File: config.mk
export PLATFORM = sky130hd
export DESIGN_NAME = regfile_dump_unit
export DESIGN_NICKNAME = d
export VERILOG_FILES = /design/src/rtl/regfile_dump_unit.sv
export SDC_FILE = /design/constraint.sdc
export NUM_CORES = 1
export LEC_CHECK = 0
export CAP_MARGIN = 40
export CORE_MARGIN = 2
export CORE_UTILIZATION = 50
export DETAILED_ROUTE_END_ITERATION = 6
export PLACE_DENSITY_LB_ADDON = 0.2
export SLEW_MARGIN = 10
export SYNTH_ARGS = -nofsm -noshare
export SYNTH_HDL_FRONTEND = slang
export SYNTH_SLANG_ARGS = --single-unit
File: constraint.sdc
create_clock -name clk -period 3.7 [get_ports clk]
set_input_delay 0.555 -clock clk [delete_from_list [all_inputs] [get_ports clk]]
set_output_delay 0.555 -clock clk [all_outputs]
set_load 0.01 [all_outputs]
File: src/rtl/regfile_dump_unit.sv
// regfile_dump_unit: runs the CPU for RUN_CYCLES cycles, halts it, waits SETTLE_CYCLES,
// then streams every register (index, value) pair out over a valid/ready port.
// Ports: clk/reset (sync, active-high); start pulse; cpu_halt freezes the CPU;
//   rf_raddr/rf_rdata debug read port; dump_valid/dump_ready/dump_idx/dump_data stream;
//   done after the last beat is accepted; cycle_count = CPU cycles run in this/last run.
module regfile_dump_unit #(
  parameter int unsigned RUN_CYCLES    = 100,
  parameter int unsigned SETTLE_CYCLES = 2,
  parameter int unsigned NUM_REGS      = 32,
  parameter int unsigned XLEN          = 32,
  parameter int unsigned IDX_W         = 5
) (
  input  logic             clk,
  input  logic             reset,
  input  logic             start,
  output logic             cpu_halt,
  output logic [IDX_W-1:0] rf_raddr,
  input  logic [XLEN-1:0]  rf_rdata,
  output logic             dump_valid,
  input  logic             dump_ready,
  output logic [IDX_W-1:0] dump_idx,
  output logic [XLEN-1:0]  dump_data,
  output logic             done,
  output logic [31:0]      cycle_count
);

  localparam int unsigned      SET_W    = $clog2(SETTLE_CYCLES + 1);
  localparam logic [31:0]      RUN_LAST = 32'(RUN_CYCLES - 1);
  localparam logic [IDX_W-1:0] IDX_LAST = IDX_W'(NUM_REGS - 1);
  localparam logic [SET_W-1:0] SET_LOAD = SET_W'(SETTLE_CYCLES);
  localparam logic [SET_W-1:0] SET_ONE  = SET_W'(1);

  typedef enum logic [2:0] {
    S_IDLE,
    S_RUN,
    S_SETTLE,
    S_READ,
    S_EMIT,
    S_DONE
  } state_t;

  state_t           state;
  logic [SET_W-1:0] settle_cnt;

  // rf_raddr doubles as the drain index: it is registered, so it is already
  // stable for the whole READ cycle, and dump_idx copies it at the READ edge.
  always_ff @(posedge clk) begin
    if (reset) begin
      state       <= S_IDLE;
      settle_cnt  <= '0;
      cpu_halt    <= 1'b0;
      rf_raddr    <= '0;
      dump_valid  <= 1'b0;
      dump_idx    <= '0;
      dump_data   <= '0;
      done        <= 1'b0;
      cycle_count <= '0;
    end else begin
      case (state)
        S_IDLE: begin
          cycle_count <= '0;
          if (start) state <= S_RUN;
        end
        S_RUN: begin
          cycle_count <= cycle_count + 32'd1;
          // Halt lands on the edge that completes the last CPU cycle.
          if (cycle_count == RUN_LAST) begin
            cpu_halt   <= 1'b1;
            settle_cnt <= SET_LOAD;
            state      <= S_SETTLE;
          end
        end
        S_SETTLE: begin
          if (settle_cnt == SET_ONE) begin
            rf_raddr <= '0;
            state    <= S_READ;
          end else begin
            settle_cnt <= settle_cnt - SET_ONE;
          end
        end
        S_READ: begin
          dump_data  <= rf_rdata;
          dump_idx   <= rf_raddr;
          dump_valid <= 1'b1;
          state      <= S_EMIT;
        end
        S_EMIT: begin
          // dump_valid is always high here, so ready alone completes the beat.
          if (dump_ready) begin
            dump_valid <= 1'b0;
            if (rf_raddr == IDX_LAST) begin
              done  <= 1'b1;
              state <= S_DONE;
            end else begin
              rf_raddr <= rf_raddr + IDX_W'(1);
              state    <= S_READ;
            end
          end
        end
        S_DONE: begin
          if (start) begin
            cycle_count <= '0;
            cpu_halt    <= 1'b0;
            done        <= 1'b0;
            state       <= S_RUN;
          end
        end
        default: state <= S_IDLE;
      endcase
    end
  end

endmodule

# [Word-level counts from Yosys, hierarchy flattened]
# Cells that the tools add are included.
[totals] output_inout_bits=77 ff_bits=82 in_bits=36 wordCells=66
[classes] n_mux=23 n_eq_ne=16 add_sub_neg=3 n_reduce_logical=15
[op_table] op="one-hot mux 32 bit (3 select lines)" n=1
[op_table] op="adder 32 x 1 -> 32 bit (second input constant)" n=1
[op_table] op="== test 32 x 7 -> 1 bit (second input constant)" n=1
[op_table] op="2-to-1 mux 32 bit" n=1
[op_table] op="2-to-1 mux 3 bit" n=5
[op_table] op="2-to-1 mux 5 bit" n=3
[op_table] op="one-hot mux 3 bit (5 select lines)" n=1
[op_table] op="!= test 2 bit (second input constant)" n=7
[op_table] op="AND reduction 4 bit" n=3
[op_table] op="one-hot mux 5 bit (2 select lines)" n=1
[op_table] op="nonzero test 2 bit" n=5
[op_table] op="== test 3 x 2 -> 1 bit (second input constant)" n=2
[op_table] op="== test 3 bit (second input constant)" n=2
[op_table] op="one-hot mux 1 bit (2 select lines)" n=3
[op_table] op="AND reduction 3 bit" n=2
[op_table] op="adder 5 x 1 -> 5 bit (second input constant)" n=1
[op_table] op="== test 5 bit (second input constant)" n=1
[op_table] op="2-to-1 mux 1 bit" n=5
[op_table] op="2-to-1 mux 2 bit" n=2
[op_table] op="one-hot mux 2 bit (2 select lines)" n=1
[op_table] op="AND reduction 2 bit" n=2
[op_table] op="== test 3 x 1 -> 1 bit (second input constant)" n=1
[op_table] op="logical NOT 3 bit" n=1
[op_table] op="nonzero test 3 bit" n=1
[op_table] op="4 further kinds" n=4

# [Logic depth before layout (Yosys ltp)]
[depth] depth_word=4 ltp_mapped=7 depth_no_buf=7

# [Least setup slack after synthesis]
# Ideal clock, no wire load.
[synth_path] path_type="register to register" start="register cycle_count[0]" end="register cycle_count[20]" path_buffers=1 setup_ns=0.071 arrival_ns=1.938 setup_slack_ns=1.691 stages_incl_launch_ff=7 cell_sequence="dfxtp_1 > ha_1 > nand4_1 > or4_1 > buf_2 > or4_1 > a21oi_1"
[synth_via] elab_chain_cells=2
[synth_lines] item="start: declaration" line_no="24" rtl="output logic [31:0] cycle_count"
[synth_lines] item="start signal: assignment" line_no="65" rtl="cycle_count <= cycle_count + 32'd1;"
[synth_lines] item="adder 32 x 1 -> 32 bit" line_no="65"
[synth_lines] item="one-hot mux 32 bit (3 select lines)" line_no="59" rtl="case (state)"
# Every way passes these cells.
# A chain may end at the register's enable or synchronous reset.

# [Worst setup path after layout]
[layout_path] start="input start" end="register cycle_count[31]"
[layout_via] elab_chain_cells=2
[layout_lines] item="start: declaration" line_no="15" rtl="input logic start,"
[layout_lines] item="!= test 2 bit (no line)"
[layout_lines] item="AND reduction 2 bit (no line)"
# Every way passes these cells.

==> results.py <==
metrics = {
    "outcome": {
        "outcome": "completed",
    },
    "sta": {
        "grt_setup_unrepaired": "no",
        "final-max-slew-violation-count": 0,
        "maxSlewHeadroom_pct": 43.5,
        "timing.final.crit_share_pct": 69.4,
        "finalHoldViolCount": 0,
        "finalSetupViolations": 0,
        "tightest_slew_ns": 0.846,
        "setup_slack_ns": 1.13,
        "holdWs_ns": 0.455,
        "finClkSkew_ns": 0.00906,
        "setup_tns_ns": 0,
        "fmax_mhz": 389,
        "min_period_ns": 2.57,
    },
    "grt": {
        "antenna_found_initial": 0,
        "grtUsageTotal_pct": 24.6,
        "globalRoute.totalOverflow": 0,
        "grt_max_degree": 39,
        "grt_pass1_wl_um": 15400,
        "grt_pass1_vias": 3167,
    },
    "synthesis": {
        "synth_fa_ha_area_share_pct": 1.39,
        "synthMuxAreaShare_pct": 3.61,
        "synthesis.area_mm2": 0.00361,
        "synth_xor_area_share_pct": 2.19,
        "ys_seq_elements": 82,
        "synth_nets": 481,
        "syn-instance-count": 441,
        "ys_seq_area_share_pct": 45.5,
        "synth_top_family_by_area": "simple AND/OR/NAND/NOR gates",
        "synth_cell_types": 41,
        "async_flop_share_pct": 0,
        "synth_flop_cell": "dfxtp_1",
        "ys_warn_count": 0,
        "syn_avg_cell_area_um2": 8.18,
        "synth-simple-area-share_pct": 28.5,
        "synth_edf_count": 0,
        "synth_compound_gate_area_share_pct": 15.3,
    },
    "setup_path": {
        "ff2ff_setup_slack_ns": 1.19,
        "worst-endpoint-arrival_ns": 2.86,
        "end_kind": "flip-flop",
        "crit_type": "in -> reg",
        "crit_fanout": 13,
        "critPathRequiredTime_ns": 3.99,
        "cp-start-kind": "input pin",
    },
    "floorplanning": {
        "die_y_um": 88.9,
        "core_area_mm2": 0.00687,
        "initial_core_util_pct": 52.5,
        "ios": 113,
        "rows": 30,
        "fp.dieArea_mm2": 0.00791,
        "die_w_um": 88.9,
    },
    "place": {
        "post-place-ws_ns": 0.792,
        "post_dp_cell_area_mm2": 0.00480,
        "routabilityCongestion": 0.867,
        "portBuffers": 112,
        "dp_hpwl_um": 6540,
    },
    "hold_path": {
        "hp-class": "reg -> reg",
    },
    "cts": {
        "ctsResizeCount": 0,
        "cts.reportedPaths.clkPinSlew_ns": 0.08,
        "h-tree-depth": 3,
        "clk_latency_ns": 0.35,
        "cts_hold_buf": 0,
        "cts_inserted_buffers": 9,
        "clockBufferDepth": 2,
        "post-cts-setup-buffer-count": 0,
        "root_buffer": "clkbuf_8",
        "cts.sinks": 82,
        "cts_tree": "done",
    },
    "drt": {
        "routed-via-count": 3567,
        "ant_nets": 0,
        "wirelength_um": 9310,
        "drcViolationCount": 0,
        "drtIter0Drc": 215,
        "avgViaCountPerCell": 5.55,
        "wl_per_cell_um": 14.5,
        "dr.pass1.iters": 4,
    },
    "finish": {
        "antenna_cells": 0,
        "fill_cells": 551,
        "nets": 584,
        "drive_above_1_share_pct": 4.94,
        "syn_to_final_growth_pct": 38.8,
        "final_cell_mix": "clkdlybuf4s50_1, nand2_1, dfxtp_1",
        "mostFrequentLayoutCell": "clkdlybuf4s50_1",
        "fin_area_mm2": 0.00500,
    },
    "pwr": {
        "p_leak_uw": 0.00159,
        "ir_worst_vdd_mv": 0.215,
        "power_uw": 1670,
        "power_density_mw_per_mm2": 334,
    },
    "job": {
        "max_cap_violations": 0,
    },
}
==> layout make-up <==
class	instances	area, um^2	share of cell area (%)
clock inverter	3	65.1	1.30
tap	96	120	2.40
timing repair buffer	118	1170	23.3
sequential	82	1640	32.8
multi-input combinational	326	1840	36.9
clock buffer	11	141	2.83
inverter	7	26.3	0.525
==> report_power, final <==
part           internal, uW  switching [uW]
Combinational          47.4            38.3
Clock                   391             305
Sequential              884            8.53
==> synthesized netlist by cell type, types with 2 or more instances <==
library cell / instances / share of area (%)
dfxtp_1: 82 / 46
nand4_1: 12 / 2.1
nand2_1: 99 / 10
nand2b_1: 11 / 1.9
o221a_2: 2 / 0.62
a31oi_1: 2 / 0.35
nor4b_1: 5 / 1.2
nor3_1: 4 / 0.56
nand3b_1: 3 / 0.62
xor2_1: 2 / 0.49
o31ai_1: 6 / 1.2
a311oi_1: 2 / 0.49
inv_1: 7 / 0.73
xnor2_1: 7 / 1.7
ha_1: 4 / 1.4
o21ai_0: 11 / 1.5
nor2_1: 16 / 1.7
nand3_1: 15 / 2.1
nor2b_1: 2 / 0.35
and4_1: 5 / 1.2
clkbuf_1: 22 / 2.3
a211oi_1: 3 / 0.62
nor4_1: 11 / 1.9
a21oi_1: 59 / 8.2
or4_1: 9 / 1.9
mux2i_1: 13 / 3.6
a21bo_2: 2 / 0.56
or3_1: 9 / 1.6
and3_1: 2 / 0.35
buf_2: 3 / 0.42
==> metal layers <==
layer	vias up	share of wire, %	track usage [%]
li1	1770	-	-
met1	1651	44	32.4
met2	134	46	38.2
met3	12	8.2	8.40
met4	0	1.3	7.71
met5	-	0	0
==> sequential cells by signal, indices dropped and copies added (netlist names) <==
register	flops
cpu_halt	1
cycle_count	32
done	1
dump_data	32
dump_idx	5
dump_valid	1
rf_raddr	5
settle_cnt	2
state	3
==> cell families (layout without fill, tap and decap cells) <==
group / Yosys count / in the layout
buf+inv: 33 / 139
compound gates: 94 / 94
flops: 82 / 82
fa+ha+maj: 4 / 4
xor+xnor: 9 / 9
mux: 13 / 13
simple gates: 206 / 206
==> critical path, stage by stage <==
cell and delay, ns:
clkdlybuf4s50_1 0.62, a21boi_2 0.20, or4_1 0.80, or4_1 0.54
a21oi_1 0.14
==> stage by stage <==
step	cells	util [%]
finish	643	72.9
global placement	629	69.9
detailed placement	629	69.9
global route	643	72.9
floorplan	441	-
CTS	643	72.9
==> final timing paths <==
kind	depth (start not counted)	from	end
max	5	start	cycle_count[31]
min	2	dump_data[17]	dump_data[17]
max reg2reg	4	state[0]	cycle_count[31]
min reg2reg	2	dump_data[17]	dump_data[17]
(Power assumes the default switching activity.)
